[src/rtl/cpu_pkg.sv]
// Shared CPU definitions: memory geometry, reset fetch address, the halt
// encoding and the memory-port controller state encoding.
`timescale 1ns/1ps
package cpu_pkg;

  localparam int          BITS_DATA = 32;
  localparam int          BITS_ADDR = 16;
  localparam logic [15:0] RESET_PC  = 16'h0000;
  localparam logic [31:0] HALT_WORD = 32'hFFFF_FFFF;

  typedef enum logic [1:0] {
    FETCH = 2'd0,
    HOLD  = 2'd1,
    LS    = 2'd2,
    HALT  = 2'd3
  } state_t;

endpackage

[src/rtl/mem_port_ctrl.sv]
// Memory port controller: the single owner of the unified memory port.
// Fetches instructions and hands them to decode over a valid/ready
// handshake, services one load/store at a time between fetches, and stops
// fetching for good when the HALT word is read.
//
// Ports:
//   clk, rst_n       clock (posedge), asynchronous active-low reset
//   mem_addr/wdata/write, mem_rdata
//                    memory side; outputs depend on registered state only
//   instr, instr_pc, instr_valid, instr_ready
//                    fetched instruction towards decode
//   branch_en, branch_target
//                    PC redirect, taken only on the instr handshake cycle
//   ls_req, ls_we, ls_addr, ls_wdata, ls_ack, ls_rdata
//                    load/store request from execute, one-cycle ack
//   halted           sticky halt indication
`timescale 1ns/1ps
module mem_port_ctrl #(
  parameter int                   BITS_DATA = cpu_pkg::BITS_DATA,
  parameter int                   BITS_ADDR = cpu_pkg::BITS_ADDR,
  parameter logic [BITS_ADDR-1:0] RESET_PC  = BITS_ADDR'(cpu_pkg::RESET_PC),
  parameter logic [BITS_DATA-1:0] HALT_WORD = BITS_DATA'(cpu_pkg::HALT_WORD)
) (
  input  logic                 clk,
  input  logic                 rst_n,
  output logic [BITS_ADDR-1:0] mem_addr,
  output logic [BITS_DATA-1:0] mem_wdata,
  output logic                 mem_write,
  input  logic [BITS_DATA-1:0] mem_rdata,
  output logic [BITS_DATA-1:0] instr,
  output logic [BITS_ADDR-1:0] instr_pc,
  output logic                 instr_valid,
  input  logic                 instr_ready,
  input  logic                 branch_en,
  input  logic [BITS_ADDR-1:0] branch_target,
  input  logic                 ls_req,
  input  logic                 ls_we,
  input  logic [BITS_ADDR-1:0] ls_addr,
  input  logic [BITS_DATA-1:0] ls_wdata,
  output logic                 ls_ack,
  output logic [BITS_DATA-1:0] ls_rdata,
  output logic                 halted
);

  cpu_pkg::state_t        state_q, state_d;
  logic [BITS_ADDR-1:0]   pc_q, pc_d;
  logic [BITS_DATA-1:0]   instr_q, instr_d;
  logic [BITS_ADDR-1:0]   instr_pc_q, instr_pc_d;
  logic                   instr_valid_q, instr_valid_d;
  logic                   ls_ack_q, ls_ack_d;
  logic [BITS_DATA-1:0]   ls_rdata_q, ls_rdata_d;
  logic                   halted_q, halted_d;
  logic                   pending_q, pending_d;
  logic                   ls_we_q, ls_we_d;
  logic [BITS_ADDR-1:0]   ls_addr_q, ls_addr_d;
  logic [BITS_DATA-1:0]   ls_wdata_q, ls_wdata_d;
  logic                   capture;

  // A new request is latched only while fetching/holding, and never in the
  // ack cycle, because execute still holds ls_req high for that one cycle.
  assign capture = ls_req && !pending_q && !ls_ack_q &&
                   ((state_q == cpu_pkg::FETCH) || (state_q == cpu_pkg::HOLD));

  always_comb begin
    state_d       = state_q;
    pc_d          = pc_q;
    instr_d       = instr_q;
    instr_pc_d    = instr_pc_q;
    instr_valid_d = instr_valid_q;
    ls_ack_d      = 1'b0;
    ls_rdata_d    = ls_rdata_q;
    halted_d      = halted_q;
    pending_d     = pending_q;
    ls_we_d       = ls_we_q;
    ls_addr_d     = ls_addr_q;
    ls_wdata_d    = ls_wdata_q;

    if (capture) begin
      pending_d  = 1'b1;
      ls_we_d    = ls_we;
      ls_addr_d  = ls_addr;
      ls_wdata_d = ls_wdata;
    end

    case (state_q)
      cpu_pkg::FETCH: begin
        if (mem_rdata == HALT_WORD) begin
          // Halting drops any request, including one captured this cycle.
          state_d   = cpu_pkg::HALT;
          halted_d  = 1'b1;
          pending_d = 1'b0;
        end else begin
          instr_d       = mem_rdata;
          instr_pc_d    = pc_q;
          instr_valid_d = 1'b1;
          pc_d          = pc_q + 1'b1;
          state_d       = cpu_pkg::HOLD;
        end
      end
      cpu_pkg::HOLD: begin
        if (instr_valid_q && instr_ready) begin
          instr_valid_d = 1'b0;
          if (branch_en) pc_d = branch_target;
          state_d = pending_q ? cpu_pkg::LS : cpu_pkg::FETCH;
        end
      end
      cpu_pkg::LS: begin
        if (!ls_we_q) ls_rdata_d = mem_rdata;
        ls_ack_d  = 1'b1;
        pending_d = 1'b0;
        state_d   = cpu_pkg::FETCH;
      end
      default: ;
    endcase
  end

  always_ff @(posedge clk or negedge rst_n) begin
    if (!rst_n) begin
      state_q       <= cpu_pkg::FETCH;
      pc_q          <= RESET_PC;
      instr_q       <= '0;
      instr_pc_q    <= '0;
      instr_valid_q <= 1'b0;
      ls_ack_q      <= 1'b0;
      ls_rdata_q    <= '0;
      halted_q      <= 1'b0;
      pending_q     <= 1'b0;
      ls_we_q       <= 1'b0;
      ls_addr_q     <= '0;
      ls_wdata_q    <= '0;
    end else begin
      state_q       <= state_d;
      pc_q          <= pc_d;
      instr_q       <= instr_d;
      instr_pc_q    <= instr_pc_d;
      instr_valid_q <= instr_valid_d;
      ls_ack_q      <= ls_ack_d;
      ls_rdata_q    <= ls_rdata_d;
      halted_q      <= halted_d;
      pending_q     <= pending_d;
      ls_we_q       <= ls_we_d;
      ls_addr_q     <= ls_addr_d;
      ls_wdata_q    <= ls_wdata_d;
    end
  end

  // Memory side is decoded from state only, so it is steady across the
  // negedge write point. Async reset clears state_q, which drops mem_write
  // at once. While holding, the address stays on the instruction just read.
  always_comb begin
    case (state_q)
      cpu_pkg::LS:   mem_addr = ls_addr_q;
      cpu_pkg::HOLD: mem_addr = instr_pc_q;
      default:       mem_addr = pc_q;
    endcase
  end

  assign mem_write   = (state_q == cpu_pkg::LS) && ls_we_q;
  assign mem_wdata   = ls_wdata_q;
  assign instr       = instr_q;
  assign instr_pc    = instr_pc_q;
  assign instr_valid = instr_valid_q;
  assign ls_ack      = ls_ack_q;
  assign ls_rdata    = ls_rdata_q;
  assign halted      = halted_q;

endmodule

[config.mk]
export PLATFORM = sky130hd
export DESIGN_NAME = mem_port_ctrl
export DESIGN_NICKNAME = d
export VERILOG_FILES = /design/src/rtl/cpu_pkg.sv /design/src/rtl/mem_port_ctrl.sv
export SDC_FILE = /design/constraint.sdc
export NUM_CORES = 1
export LEC_CHECK = 0
export CORE_MARGIN = 4
export CORE_UTILIZATION = 45
export DETAILED_ROUTE_END_ITERATION = 10
export GPL_TIMING_DRIVEN = 0
export PLACE_DENSITY = 0.8
export SETUP_SLACK_MARGIN = 0.4
export SLEW_MARGIN = 10
export SYNTH_ARGS = -nofsm -noshare
export SYNTH_HDL_FRONTEND = slang
export SYNTH_SLANG_ARGS = --single-unit
[constraint.sdc]
create_clock -name clk -period 3 [get_ports clk]
set_input_delay 0.3 -clock clk [delete_from_list [all_inputs] [get_ports clk]]
set_output_delay 0.3 -clock clk [all_outputs]
set_load 0.01 [all_outputs]
=== Word level (Yosys, flattened, before mapping) ===
Index checks and enable logic that the tools add are counted.

* Add/subtract/negate cells: 1
* Eq/ne operators: 6
* Muxes and demuxes: 16
* Bitwise operators: 2
* Reductions and logical operators: 17

{| class="wikitable"
|+ Operators by type and width
! cell !! count
|-
| $pmux 16 s2 || 2
|-
| $mux 16 || 3
|-
| $eq 32x32->1 const B || 1
|-
| $add 16x1->16 const B || 1
|-
| $reduce_and 2->1 || 4
|-
| $mux 2 || 3
|-
| $pmux 2 s3 || 1
|-
| $logic_and 1x1->1 || 5
|-
| $mux 1 || 5
|-
| $ne 2x2->1 const B || 2
|-
| $pmux 1 s2 || 2
|-
| $reduce_and 4->1 || 1
|-
| $reduce_and 3->1 || 1
|-
| $reduce_bool 3->1 || 1
|-
| $eq 2x1->1 const B || 1
|-
| $eq 2x2->1 const B || 1
|-
| $logic_not 1->1 || 2
|-
| $logic_not 2->1 || 1
|-
| $ne 2x1->1 const B || 1
|-
| $not 1->1 || 2
|-
| $reduce_bool 2->1 || 1
|-
| $logic_or 1x1->1 || 1
|}

* Bits in registers: 151
* Input bits: 102
* Output and inout port bits: 132
* Logic and storage cells: 54

=== Longest topological paths before layout ===
* Depth after elaboration: 7
* Gate-level depth with buffers: 9
* Mapped depth without buffers: 7

=== Least setup slack after synthesis ===
Ideal clock, no wire load.

* Kind: reg2reg
* Start: reg state_q[0]
* End: reg ls_addr_q[10]
* Library setup time: 0.125 ns
* Data arrival time: 1.989 ns
* Data required time: 2.875 ns
* Setup slack: 0.886 ns
* Cell stages (with the launch flop): 9
* Path buffers: 2
* Clock period less this slack: 2.114 ns
* Path through: dfrtp_1 > inv_1 > ha_1 > nor2_1 > nor3b_1 > nor2b_1 > buf_2 > buf_2 > mux2_2

* Cells in the longest elaborated chain, start to end: 3
* Elaborated cells between the ends (all ways): 4
* Those cells by class: eq/ne (1); reduce/logical (3)

{| class="wikitable"
|+ RTL lines
! item !! RTL line !! text
|-
| from (decl) || mem_port_ctrl.sv:45 || <nowiki>cpu_pkg::state_t state_q, state_d;</nowiki>
|-
| from (signal assigned) || mem_port_ctrl.sv:119 || <nowiki>state_q <= cpu_pkg::FETCH;</nowiki>
|-
| from (signal assigned) || mem_port_ctrl.sv:132 || <nowiki>state_q <= state_d;</nowiki>
|-
| $eq 2x1->1 / $logic_not 2->1 (equally long branches) || mem_port_ctrl.sv:62 || <nowiki>((state_q == cpu_pkg::FETCH) || (state_q == cpu_pkg::HOLD));</nowiki>
|-
| $logic_or 1x1->1 (*) || mem_port_ctrl.sv:62 ||
|-
| $logic_and 1x1->1 (*) || mem_port_ctrl.sv:61 || <nowiki>assign capture = ls_req && !pending_q && !ls_ack_q &&</nowiki>
|-
| to (signal assigned) || mem_port_ctrl.sv:142 || <nowiki>ls_addr_q <= ls_addr_d;</nowiki>
|-
| to (decl) || mem_port_ctrl.sv:55 || <nowiki>logic [BITS_ADDR-1:0] ls_addr_q, ls_addr_d;</nowiki>
|}

Every way passes the cells marked *; elsewhere a longest branch is shown, timed or not.
A chain may end at the register's enable or synchronous reset.

=== Worst setup path in the final report ===
* Start: reg state_q[0]
* End: out mem_write

* Cells in the longest elaborated chain, start to end: 2

{| class="wikitable"
|+ RTL lines
! item !! RTL line !! text
|-
| $eq 2x2->1 || mem_port_ctrl.sv:158 || <nowiki>assign mem_write = (state_q == cpu_pkg::LS) && ls_we_q;</nowiki>
|-
| $logic_and 1x1->1 || mem_port_ctrl.sv:158 ||
|-
| to (decl) || mem_port_ctrl.sv:28 || <nowiki>output logic mem_write,</nowiki>
|}

Every way passes these cells.

==> results_dict.tcl <==
set metrics [dict create \
    outcome "completed" \
    core-area_um2 13990 \
    met1_usage 0.2778 \
    synthAdderAreaFrac 0.009626 \
    slew_viol_final 0 \
    portBuffers 233 \
    nFillCells 1019 \
    netlist_instances 498 \
    grt.met2_usage 0.3980 \
    fmax_mhz 404.4 \
    die_w_um 128.2 \
    crit_required_ps 2700 \
    worstPathArrival_ps 2170 \
    yosysSeqAreaShare 0.5814 \
    first_pass_iters 4 \
    route.detailed.drc 0 \
    initial_core_util 0.4646 \
    synth_compound_area_frac 0.08991 \
    critical_path_class "register to output pin" \
    finalCriticalPeriod_ps 2473 \
    setup_tns_ps 0 \
    routed-via-count 5104 \
    wl_per_cell_um 19.87 \
    htreeDepth 4 \
    first_iter_violations 298 \
    tightestPinTransition_ps 587.8 \
    drive_gt1_frac 0.2444 \
    grt_max_degree 80 \
    grt_setup_unrepaired "false" \
    setup_viol 0 \
    path_clk_slew_ps 60 \
    peakVddDrop_mv 0.3703 \
    synth_top_family_by_area "multiplexers" \
    fp-row-count 43 \
    yosys_warnings 0 \
    hold_ws_ps 444.9 \
    clk-insertion-delay-late_ps 410 \
    viasPerCell 5.395 \
    overflow 0 \
    p_leak_uw 0.004316 \
    synth_top_area_cell "dfrtp_1" \
    grt_pass1_wl_um 30080 \
    top_usage_layer "met2" \
    synth_cell_types 44 \
    finalHoldViolations 0 \
    synthFlopType "dfrtp_1" \
    min_path_type "primary input to async pin" \
    ant_nets 0 \
    yosysTopAreaCellShare 0.5814 \
    cts_sinks 151 \
    synth.area.mux_share 0.2245 \
    ios 234 \
    fin_skew_ps 7.415 \
    critPathCaptureType "output pin" \
    synthTopCellsByArea "dfrtp_1 58%, mux2_2 22%, a21oi_1 3.0%, a22oi_1 2.0%, nand4_1 1.4%" \
    power_density_nw_per_um2 464.3 \
    cts_buffers 17 \
    synth-seq-cells 151 \
    fin_nets 859 \
    area_growth_pct 50.04 \
    cts_tree "yes" \
    synth_area_um2 6499 \
    max-clock-path-buffers 2 \
    grt_pass1_vias 5627 \
    design.die.area_um2 16430 \
    synth_edf_count 0 \
    grtUsageMet3 0.1046 \
    die_h_um 128.2 \
    synth-xor-area-share 0 \
    finalCritPeriodShare 0.8242 \
    syn_avg_cell_area_um2 13.05 \
    grt.total_usage 0.2369 \
    dp_hpwl_um 13960 \
    worstPathMaxFanout 10 \
    synth_nets 605 \
    antenna_found_initial 1 \
    cp-start-kind "register" \
    drv_cap 0 \
    yosys.area_share.simple 0.06122 \
    finalWirelength_um 18800 \
    root_buffer "clkbuf_16" \
    slew_headroom 0.6081 \
    ys_async_sr_fraction 1.000 \
    cts_setup_buffers 0 \
    gp_congestion 0.8511 \
]
-- power breakdown --
group	switching [uW]	internal (uW)	leakage, uW	total (uW)
logic	133	234	0.00208	367
clock network	829	1210	0.000273	2040
registers	28.9	2090	0.00196	2120
-- layer usage --
metal  vias up  wire length, um
met1      2533             7238
li1       2327                -
met5         -               13
met4         2              207
met3        19             2107
met2       223             9234
-- critical path, stage by stage (launching register included) --
cell,delay (ps)
dfrtp_1,410
inv_1,110
ha_1,200
clkbuf_8,200
clkbuf_8,180
and2_1,120
clkdlybuf4s50_1,530
-- final cells by class --
class	instances	area [um2]	area share
clock buffers	22	474.2	0.04863
repair buffers	235	2359	0.2419
flip-flops and latches	151	3779	0.3875
diodes	1	2.502	0.0002566
plain buffers	32	279.0	0.02862
inverters	8	30.03	0.003080
multi-input cells	307	2509	0.2573
clock inverters	10	93.84	0.009624
well taps	180	225.2	0.02310
-- stage by stage --
stage          worst slack (ps)  instance area (um2)  total power (uW)  cells    util
3_3_place_gp              -4239                 9056              2513    911  0.6474
4_1_cts                   301.4                 9738              4571    945  0.6962
3_5_place_dp              116.3                 9089              2528    912  0.6497
5_1_grt                   403.0                 9748              4705    945  0.6969
2_1_floorplan             885.7                 6499              2227    498       -
6_report                  527.3                 9751              4528    946  0.6970
-- synth_stat cells, drive strengths merged, types with 2 or more instances --
cell type and number:
dfrtp 151, mux2 126, a21oi 39, nor2 25
a22oi 17, o21ai 17, buf 16, clkbuf 16
nand4 15, nand2 13, inv 8, nand3 8
ha 5, o2bb2ai 5, mux2i 4, nand2b 3
nor3b 3, nor4 3, a22o 2, and3 2
o211ai 2, o31ai 2, or3 2, or4 2
-- what timing repair did --
| item | in CTS | in global routing |
|---|---|---|
| gates resized for setup | 44 | 4 |
| endpoints found under the setup margin | 27 | 11 |
| pin swaps | 0 | 0 |
| cloned | 0 | 0 |
| hold buffers | 1 | 0 |
| endpoints found under the hold margin | 72 | 0 |
-- cells in the final DEF, fill, tap and decap left out, types with 2 or more instances in the layout --
cell / instances
buf_1: 3
o2bb2ai_1: 5
dfrtp_1: 151
nand3_1: 8
a21oi_1: 39
ha_1: 4
o31ai_1: 2
buf_8: 2
a22oi_1: 17
nand2b_1: 3
clkbuf_16: 17
clkinvlp_4: 3
mux2i_1: 4
dlygate4sd2_1: 15
clkbuf_8: 11
inv_1: 8
buf_2: 3
or3_1: 2
clkbuf_1: 8
nand2_1: 13
clkbuf_4: 4
clkdlybuf4s50_1: 216
clkinv_2: 3
and3_1: 2
mux2_2: 125
nand4_1: 15
o21ai_0: 16
nor2_1: 25
inv_6: 2
buf_6: 6
nor4_1: 3
a22o_1: 2
nor3b_1: 3
-- state kept, by name, indices dropped and copies added, names as in the netlist --
| register | cells |
|---|---|
| instr | 32 |
| ls_rdata | 32 |
| mem_wdata | 32 |
| instr_pc | 16 |
| ls_addr_q | 16 |
| pc_q | 16 |
| state_q | 2 |
| halted | 1 |
| instr_valid | 1 |
| ls_ack | 1 |
| ls_we_q | 1 |
| pending_q | 1 |
-- logic make-up after synthesis --
group | count (synthesis)
muxes | 130
adders and majority gates | 5
buffers and inverters | 40
AOI/OAI and AO/OA | 93
and+or+nand+nor | 79
DFF | 151
-- final timing paths --
path | start | to | slack, ps | cells past startpoint
max in group asynchronous | rst_n | pc_q[12] | 1770 | 3
max reg2reg | state_q[1] | ls_addr_q[7] | 560 | 8
max | state_q[0] | mem_write | 530 | 6
min | rst_n | instr[13] | 440 | 2
min in group clk | halted | halted | 470 | 1
min reg2reg | halted | halted | 470 | 1
(Power assumes the default switching activity.)
